**config.mk**
```make
export PLATFORM = sky130hd
export DESIGN_NAME = mdu_ctrl_flat
export DESIGN_NICKNAME = d
export VERILOG_FILES = /design/src/rtl/mdu_ctrl_if.sv /design/src/rtl/mdu_ctrl.sv /design/src/flat_wrapper.sv
export SDC_FILE = /design/constraint.sdc
export NUM_CORES = 2
export LEC_CHECK = 0
export CAP_MARGIN = 0
export CORE_ASPECT_RATIO = 0.75
export CORE_MARGIN = 2
export CORE_UTILIZATION = 41
export CTS_CLUSTER_SIZE = 10
export DETAILED_ROUTE_END_ITERATION = 7
export PLACE_DENSITY_LB_ADDON = 0.25
export SLEW_MARGIN = 10
export SYNTH_ARGS = -nofsm -noshare
export SYNTH_HDL_FRONTEND = slang
export SYNTH_SLANG_ARGS = --single-unit
```
**constraint.sdc**
```tcl
create_clock -name clk -period 9.8 [get_ports clk]
set_input_delay 1.47 -clock clk [delete_from_list [all_inputs] [get_ports clk]]
set_output_delay 1.47 -clock clk [all_outputs]
set_load 0.005 [all_outputs]
```
**src/rtl/mdu_ctrl_if.sv**
```systemverilog
// EXE <-> HI/LO multiply/divide unit request bus and architectural HI/LO view.
interface mdu_ctrl_if;
  logic        req_valid;
  logic [2:0]  req_op;
  logic [31:0] src_a;
  logic [31:0] src_b;
  logic        flush;
  logic        req_ready;
  logic        busy;
  logic        done;
  logic [31:0] hi;
  logic [31:0] lo;

  // EXE side: issues operations and flushes
  modport master (
    output req_valid, req_op, src_a, src_b, flush,
    input  req_ready, busy, done, hi, lo
  );

  // MDU side: sequences the operation and owns HI/LO
  modport slave (
    input  req_valid, req_op, src_a, src_b, flush,
    output req_ready, busy, done, hi, lo
  );
endinterface

```
**src/rtl/mdu_ctrl.sv**
```systemverilog
// HI/LO multiply/divide sequencer: fixed-latency multiply, 1-bit/cycle
// restoring divide, MTHI/MTLO writes, and flush abort of in-flight work.
module mdu_ctrl #(
  parameter int DIV_CYCLES = 32,
  parameter int MUL_LAT    = 2
) (
  input  logic      clk,
  input  logic      reset,
  mdu_ctrl_if.slave bus
);
  typedef enum logic [1:0] {IDLE, MUL, DIV} state_t;

  localparam logic [2:0] OP_MULT  = 3'd1;
  localparam logic [2:0] OP_MULTU = 3'd2;
  localparam logic [2:0] OP_DIV   = 3'd3;
  localparam logic [2:0] OP_DIVU  = 3'd4;
  localparam logic [2:0] OP_MTHI  = 3'd5;
  localparam logic [2:0] OP_MTLO  = 3'd6;

  state_t      state_q, state_d;
  logic [5:0]  cnt_q, cnt_d;
  logic        accept, commit_mul, commit_div;

  logic [31:0] a_q;        // raw src_a (multiplicand, or dividend for the /0 result)
  logic [31:0] b_q;        // multiplier, or divisor magnitude
  logic        sgn_q;      // signed multiply
  logic [31:0] rem_q;      // partial remainder
  logic [31:0] quo_q;      // dividend bits shifting out, quotient bits shifting in
  logic        negq_q, negr_q, dz_q;
  logic [31:0] hi_q, lo_q;
  logic        done_q;

  logic [32:0] shifted;
  logic        ge;
  logic [31:0] rem_nxt, quo_nxt, quo_fix, rem_fix;
  logic [63:0] a_ext, b_ext, prod;
  logic        div_signed;

  // Two's-complement negate when n is set (magnitudes and sign correction).
  function automatic logic [31:0] cond_neg(input logic n, input logic [31:0] v);
    return n ? (~v + 32'd1) : v;
  endfunction

  // One restoring step: shift in the next dividend bit and subtract if it fits.
  assign shifted = {rem_q, quo_q[31]};
  assign ge      = shifted >= {1'b0, b_q};
  assign rem_nxt = ge ? 32'(shifted - {1'b0, b_q}) : shifted[31:0];
  assign quo_nxt = {quo_q[30:0], ge};

  // Divide by zero returns all-ones / dividend untouched by sign correction.
  assign quo_fix = dz_q ? 32'hFFFF_FFFF : cond_neg(negq_q, quo_nxt);
  assign rem_fix = dz_q ? a_q : cond_neg(negr_q, rem_nxt);

  // Low 64 bits of a 64x64 product of extended operands give both MULT and MULTU.
  assign a_ext = sgn_q ? {{32{a_q[31]}}, a_q} : {32'd0, a_q};
  assign b_ext = sgn_q ? {{32{b_q[31]}}, b_q} : {32'd0, b_q};
  assign prod  = a_ext * b_ext;

  assign div_signed = (bus.req_op == OP_DIV);

  assign bus.hi   = hi_q;
  assign bus.lo   = lo_q;
  assign bus.done = done_q;

  // Next-state, accept and commit decode; flush overrides everything.
  always_comb begin
    state_d       = state_q;
    cnt_d         = cnt_q;
    commit_mul    = 1'b0;
    commit_div    = 1'b0;
    bus.busy      = (state_q != IDLE);
    bus.req_ready = (state_q == IDLE) && !bus.flush && !reset;
    accept        = bus.req_valid && bus.req_ready &&
                    (bus.req_op != 3'd0) && (bus.req_op != 3'd7);
    case (state_q)
      IDLE: begin
        if (accept && (bus.req_op == OP_MULT || bus.req_op == OP_MULTU)) begin
          state_d = MUL;
          cnt_d   = 6'(MUL_LAT - 1);
        end else if (accept && (bus.req_op == OP_DIV || bus.req_op == OP_DIVU)) begin
          state_d = DIV;
          cnt_d   = 6'(DIV_CYCLES - 1);
        end
      end
      MUL: begin
        if (cnt_q == 6'd0) begin
          commit_mul = 1'b1;
          state_d    = IDLE;
        end else begin
          cnt_d = cnt_q - 6'd1;
        end
      end
      DIV: begin
        if (cnt_q == 6'd0) begin
          commit_div = 1'b1;
          state_d    = IDLE;
        end else begin
          cnt_d = cnt_q - 6'd1;
        end
      end
      default: state_d = IDLE;
    endcase
    if (bus.flush) begin
      state_d    = IDLE;
      commit_mul = 1'b0;
      commit_div = 1'b0;
    end
  end

  // State and iteration counter.
  always_ff @(posedge clk) begin
    if (reset) begin
      state_q <= IDLE;
      cnt_q   <= 6'd0;
    end else begin
      state_q <= state_d;
      cnt_q   <= cnt_d;
    end
  end

  // Architectural HI/LO and the done pulse.
  always_ff @(posedge clk) begin
    if (reset) begin
      hi_q   <= 32'd0;
      lo_q   <= 32'd0;
      done_q <= 1'b0;
    end else begin
      done_q <= commit_mul || commit_div;
      if (accept && bus.req_op == OP_MTHI) hi_q <= bus.src_a;
      if (accept && bus.req_op == OP_MTLO) lo_q <= bus.src_a;
      if (commit_mul) begin
        hi_q <= prod[63:32];
        lo_q <= prod[31:0];
      end
      if (commit_div) begin
        hi_q <= rem_fix;
        lo_q <= quo_fix;
      end
    end
  end

  // Operand capture at accept, then one divide iteration per DIV cycle.
  always_ff @(posedge clk) begin
    if (accept) begin
      a_q    <= bus.src_a;
      sgn_q  <= (bus.req_op == OP_MULT);
      dz_q   <= (bus.src_b == 32'd0);
      negq_q <= div_signed && (bus.src_a[31] ^ bus.src_b[31]);
      negr_q <= div_signed && bus.src_a[31];
      rem_q  <= 32'd0;
      quo_q  <= cond_neg(div_signed && bus.src_a[31], bus.src_a);
      b_q    <= (bus.req_op == OP_DIV || bus.req_op == OP_DIVU) ?
                cond_neg(div_signed && bus.src_b[31], bus.src_b) : bus.src_b;
    end else if (state_q == DIV) begin
      rem_q <= rem_nxt;
      quo_q <= quo_nxt;
    end
  end
endmodule

```
**src/flat_wrapper.sv**
```systemverilog
// flat-port wrapper written by rule: the top's interface ports become plain ports
module mdu_ctrl_flat 
#(
  parameter int DIV_CYCLES = 32,
  parameter int MUL_LAT    = 2
)
  (clk, reset, bus_req_valid, bus_req_op, bus_src_a, bus_src_b, bus_flush, bus_req_ready, bus_busy, bus_done, bus_hi, bus_lo);
  mdu_ctrl_if bus_i ();
  input  logic clk;
  input  logic reset;
  input wire logic [$bits(bus_i.req_valid)-1:0] bus_req_valid;
  input wire logic [$bits(bus_i.req_op)-1:0] bus_req_op;
  input wire logic [$bits(bus_i.src_a)-1:0] bus_src_a;
  input wire logic [$bits(bus_i.src_b)-1:0] bus_src_b;
  input wire logic [$bits(bus_i.flush)-1:0] bus_flush;
  output wire logic [$bits(bus_i.req_ready)-1:0] bus_req_ready;
  output wire logic [$bits(bus_i.busy)-1:0] bus_busy;
  output wire logic [$bits(bus_i.done)-1:0] bus_done;
  output wire logic [$bits(bus_i.hi)-1:0] bus_hi;
  output wire logic [$bits(bus_i.lo)-1:0] bus_lo;
  assign bus_i.req_valid = bus_req_valid;
  assign bus_i.req_op = bus_req_op;
  assign bus_i.src_a = bus_src_a;
  assign bus_i.src_b = bus_src_b;
  assign bus_i.flush = bus_flush;
  assign bus_req_ready = bus_i.req_ready;
  assign bus_busy = bus_i.busy;
  assign bus_done = bus_i.done;
  assign bus_hi = bus_i.hi;
  assign bus_lo = bus_i.lo;
  mdu_ctrl #(.DIV_CYCLES(DIV_CYCLES), .MUL_LAT(MUL_LAT)) u_core (.clk(clk), .reset(reset), .bus(bus_i));
endmodule
```
==> flow_metrics.py <==
metrics = {
    "logic_synthesis": {
        "synth_cells": 6739,
        "synth_sequential_area_ratio_pct": 8.28,
        "yosysTopAreaCell": "fa_1",
        "yosys.area_share.adder_pct": 53.2,
        "synth_top_family_by_area": "adder cells",
        "ys.flop_type": "dfxtp_1",
        "synth.top_cell.area_share_pct": 46.1,
        "yosysMostFrequentCell": "inv_1",
        "synth_xor_area_share_pct": 3.65,
        "async_reset_ff_share_pct": 0,
        "synth_common_cells": "1575 x inv_1, 1420 x fa_1, 730 x nand2_1, 595 x and2_1, 350 x ha_1",
        "yosys-top-cells-area": "fa_1 46%, inv_1 9.6%, ha_1 7.1%",
        "syn_area_sq_um": 61600,
        "synth_warnings": 0,
        "synthSimpleGateAreaFrac_pct": 14.6,
        "synth_mux_area_share_pct": 0.544,
        "syn_nets": 8580,
        "ys_types": 96,
        "syn_avg_cell_area_sq_um": 9.15,
        "synth-compound-area-share_pct": 7.90,
        "ys_seq_elements": 205,
        "synth-edff-count": 100,
    },
    "critical_path": {
        "endpoint_kind": "flop",
        "crit_type": "reg2reg",
        "crit_fanout": 16,
        "critPathLaunchType": "flop",
        "worst-endpoint-arrival_ps": 9970,
        "critPathMaxStageDelay_ps": 580,
        "required_ps": 10310,
        "cp_common_cell": "fa_1",
        "slowest_stage": "edfxtp_1",
        "rr_worst_depth": 29,
    },
    "timing": {
        "fin_skew_ps": 67.4,
        "slew_headroom_pct": 25.7,
        "fin_crit_sh_pct": 96.5,
        "hold_violations": 0,
        "tightest_slew_ps": 1120,
        "period_needed_ps": 9460,
        "setup_viol": 0,
        "fmax_ghz": 0.106,
        "slew_violations": 0,
    },
    "clocking": {
        "clkTransAtPathRegs_ps": 70,
        "cts_tree": "built",
        "cts_sinks": 205,
        "cts_root_buf": "clkbuf_16",
        "insertion_delay_ps": 670,
        "cts_max_level": 1,
        "cts_buffers": 30,
        "clock_path_buffers": 3,
        "postCtsHoldBufs": 0,
    },
    "die": {
        "rows": 123,
        "fp.coreArea_sq_um": 150000,
        "fp.dieArea_sq_um": 153000,
        "initial_core_util_pct": 41.2,
        "fp.dieH_microns": 340,
        "dieWidth_microns": 452,
        "io_pins": 138,
    },
    "finish": {
        "fin_nets": 8626,
        "final_cells": 8816,
        "n_fill_cell": 14600,
        "layout-drive-gt1-share_pct": 5.08,
        "syn2layout_area_growth_pct": 9.32,
    },
    "placement": {
        "place_inst": 8722,
        "dp_hpwl_microns": 179000,
        "routabilityCongestion": 0.961,
        "portBuffers": 137,
    },
    "route": {
        "drt-pass1-iter-count": 6,
        "routedWlPerCell_microns": 24.1,
        "wirelength_microns": 212000,
        "vias": 47000,
        "ant_nets": 0,
        "vias_per_cell": 5.33,
        "drc": 0,
        "drt_iter0_drc": 4669,
    },
    "global_routing": {
        "first_global_vias": 48200,
        "grt_max_degree": 68,
        "track_usage_pct": 28.1,
        "grt_overflow_total": 0,
        "grt_pass1_wl_microns": 322000,
        "antenna_found_initial": 14,
    },
    "flow_run": {
        "cap_violations": 0,
    },
    "run_status": {
        "status": "finished clean",
    },
    "worst_hold_path": {
        "min-delay-path-class": "reg2reg",
        "min_path_cells": 2,
    },
}
==> path summary, 6_finish.rpt <==
| kind | from | to | slack (ps) |
|---|---|---|---|
| setup / recovery | u_core.a_q[28]$_DFFE_PP_ | u_core.bus.hi[31]$_SDFFE_PP0P_ | 340 |
| hold / removal | u_core.bus.hi[0]$_SDFFE_PP0P_ | u_core.bus.hi[0]$_SDFFE_PP0P_ | 460 |
| setup reg to reg | u_core.a_q[28]$_DFFE_PP_ | u_core.bus.hi[31]$_SDFFE_PP0P_ | 340 |
| hold reg to reg | u_core.bus.hi[0]$_SDFFE_PP0P_ | u_core.bus.hi[0]$_SDFFE_PP0P_ | 460 |
==> placed cells by master, fill, tap and decap left out, drive strengths merged, types with 55 or more instances in the layout <==
master	instances
dfxtp	105
ha	350
nand2	731
o21ai	161
xor2	86
and2	596
fa	1420
a211oi	55
clkdlybuf4s50	136
a21oi	206
inv	1579
buf	222
nor2	225
edfxtp	100
a21o	62
xnor2	171
==> layer usage <==
metal | part of all wire, % | vias up | global-route usage, %
met5 | 0.062 | - | 0
met4 | 2.0 | 18 | 5.27
met3 | 12 | 221 | 8.20
met2 | 39 | 2162 | 37.9
met1 | 47 | 24200 | 44.3
li1 | - | 20400 | -
==> critical path: cells and delay by family (launching register included) <==
family	cells	cell delay, ps
and+or+nand+nor	5	1110
AOI/OAI and AO/OA	6	1180
adders and majority gates	11	5510
muxes	1	100
DFF	1	580
buffers and inverters	6	830
==> flip-flops by register name (all words and copies together) (netlist names), 2 cells and up <==
name,flops
u_core.b_q,32
u_core.state_q,2
u_core.a_q,32
u_core.bus.lo,32
u_core.bus.hi,32
u_core.quo_q,32
u_core.cnt_q,6
u_core.rem_q,32
==> layout make-up <==
| cell class | count | area (sq um) | share of cell area [%] |
|---|---|---|---|
| Timing Repair Buffer | 358 | 3410 | 5.06 |
| Sequential cell | 205 | 5100 | 7.58 |
| Clock buffer | 45 | 910 | 1.35 |
| Inverter | 1576 | 5920 | 8.78 |
| Clock inverter | 11 | 114 | 0.169 |
| Multi-Input combinational cell | 4614 | 49400 | 73.3 |
| Antenna cell | 7 | 17.5 | 0.0260 |
| Tap cell | 2000 | 2500 | 3.71 |
==> through the flow <==
stage          utilization [%]  setup WS [ps]  area [sq um]  setup TNS (ps)  hold slack [ps]
4_1_cts                   44.8           39.4         67000               0              457
6_report                  45.0            339         67400               0              456
2_1_floorplan                -            547         61600               0              439
3_5_place_dp              44.1           -137         65900            -363              448
3_3_place_gp              44.1          -33.3         65900           -49.2              444
5_1_grt                   45.0          -13.8         67400           -13.8              475
==> repair_timing <==
item | 4_1_cts | 5_1_grt
setup buffers | 8 | 23
gates resized for setup | 1 | 28
pin swaps | 0 | 5
endpoints found under the setup margin | 5 | 20
==> cell families (layout without fill, tap and decap cells) <==
group	after synthesis	count (layout)
AOI/OAI and AO/OA	735	735
other	0	7
and+or+nand+nor	1818	1818
buffers and inverters	1920	1990
adders and majority gates	1771	1771
xor gates and xnor gates	257	257
DFF	205	205
muxes	33	33
Power is left out: the tool's default activity adds up to more than one toggle a clock period on the data nets, which glitch-free logic cannot reach.
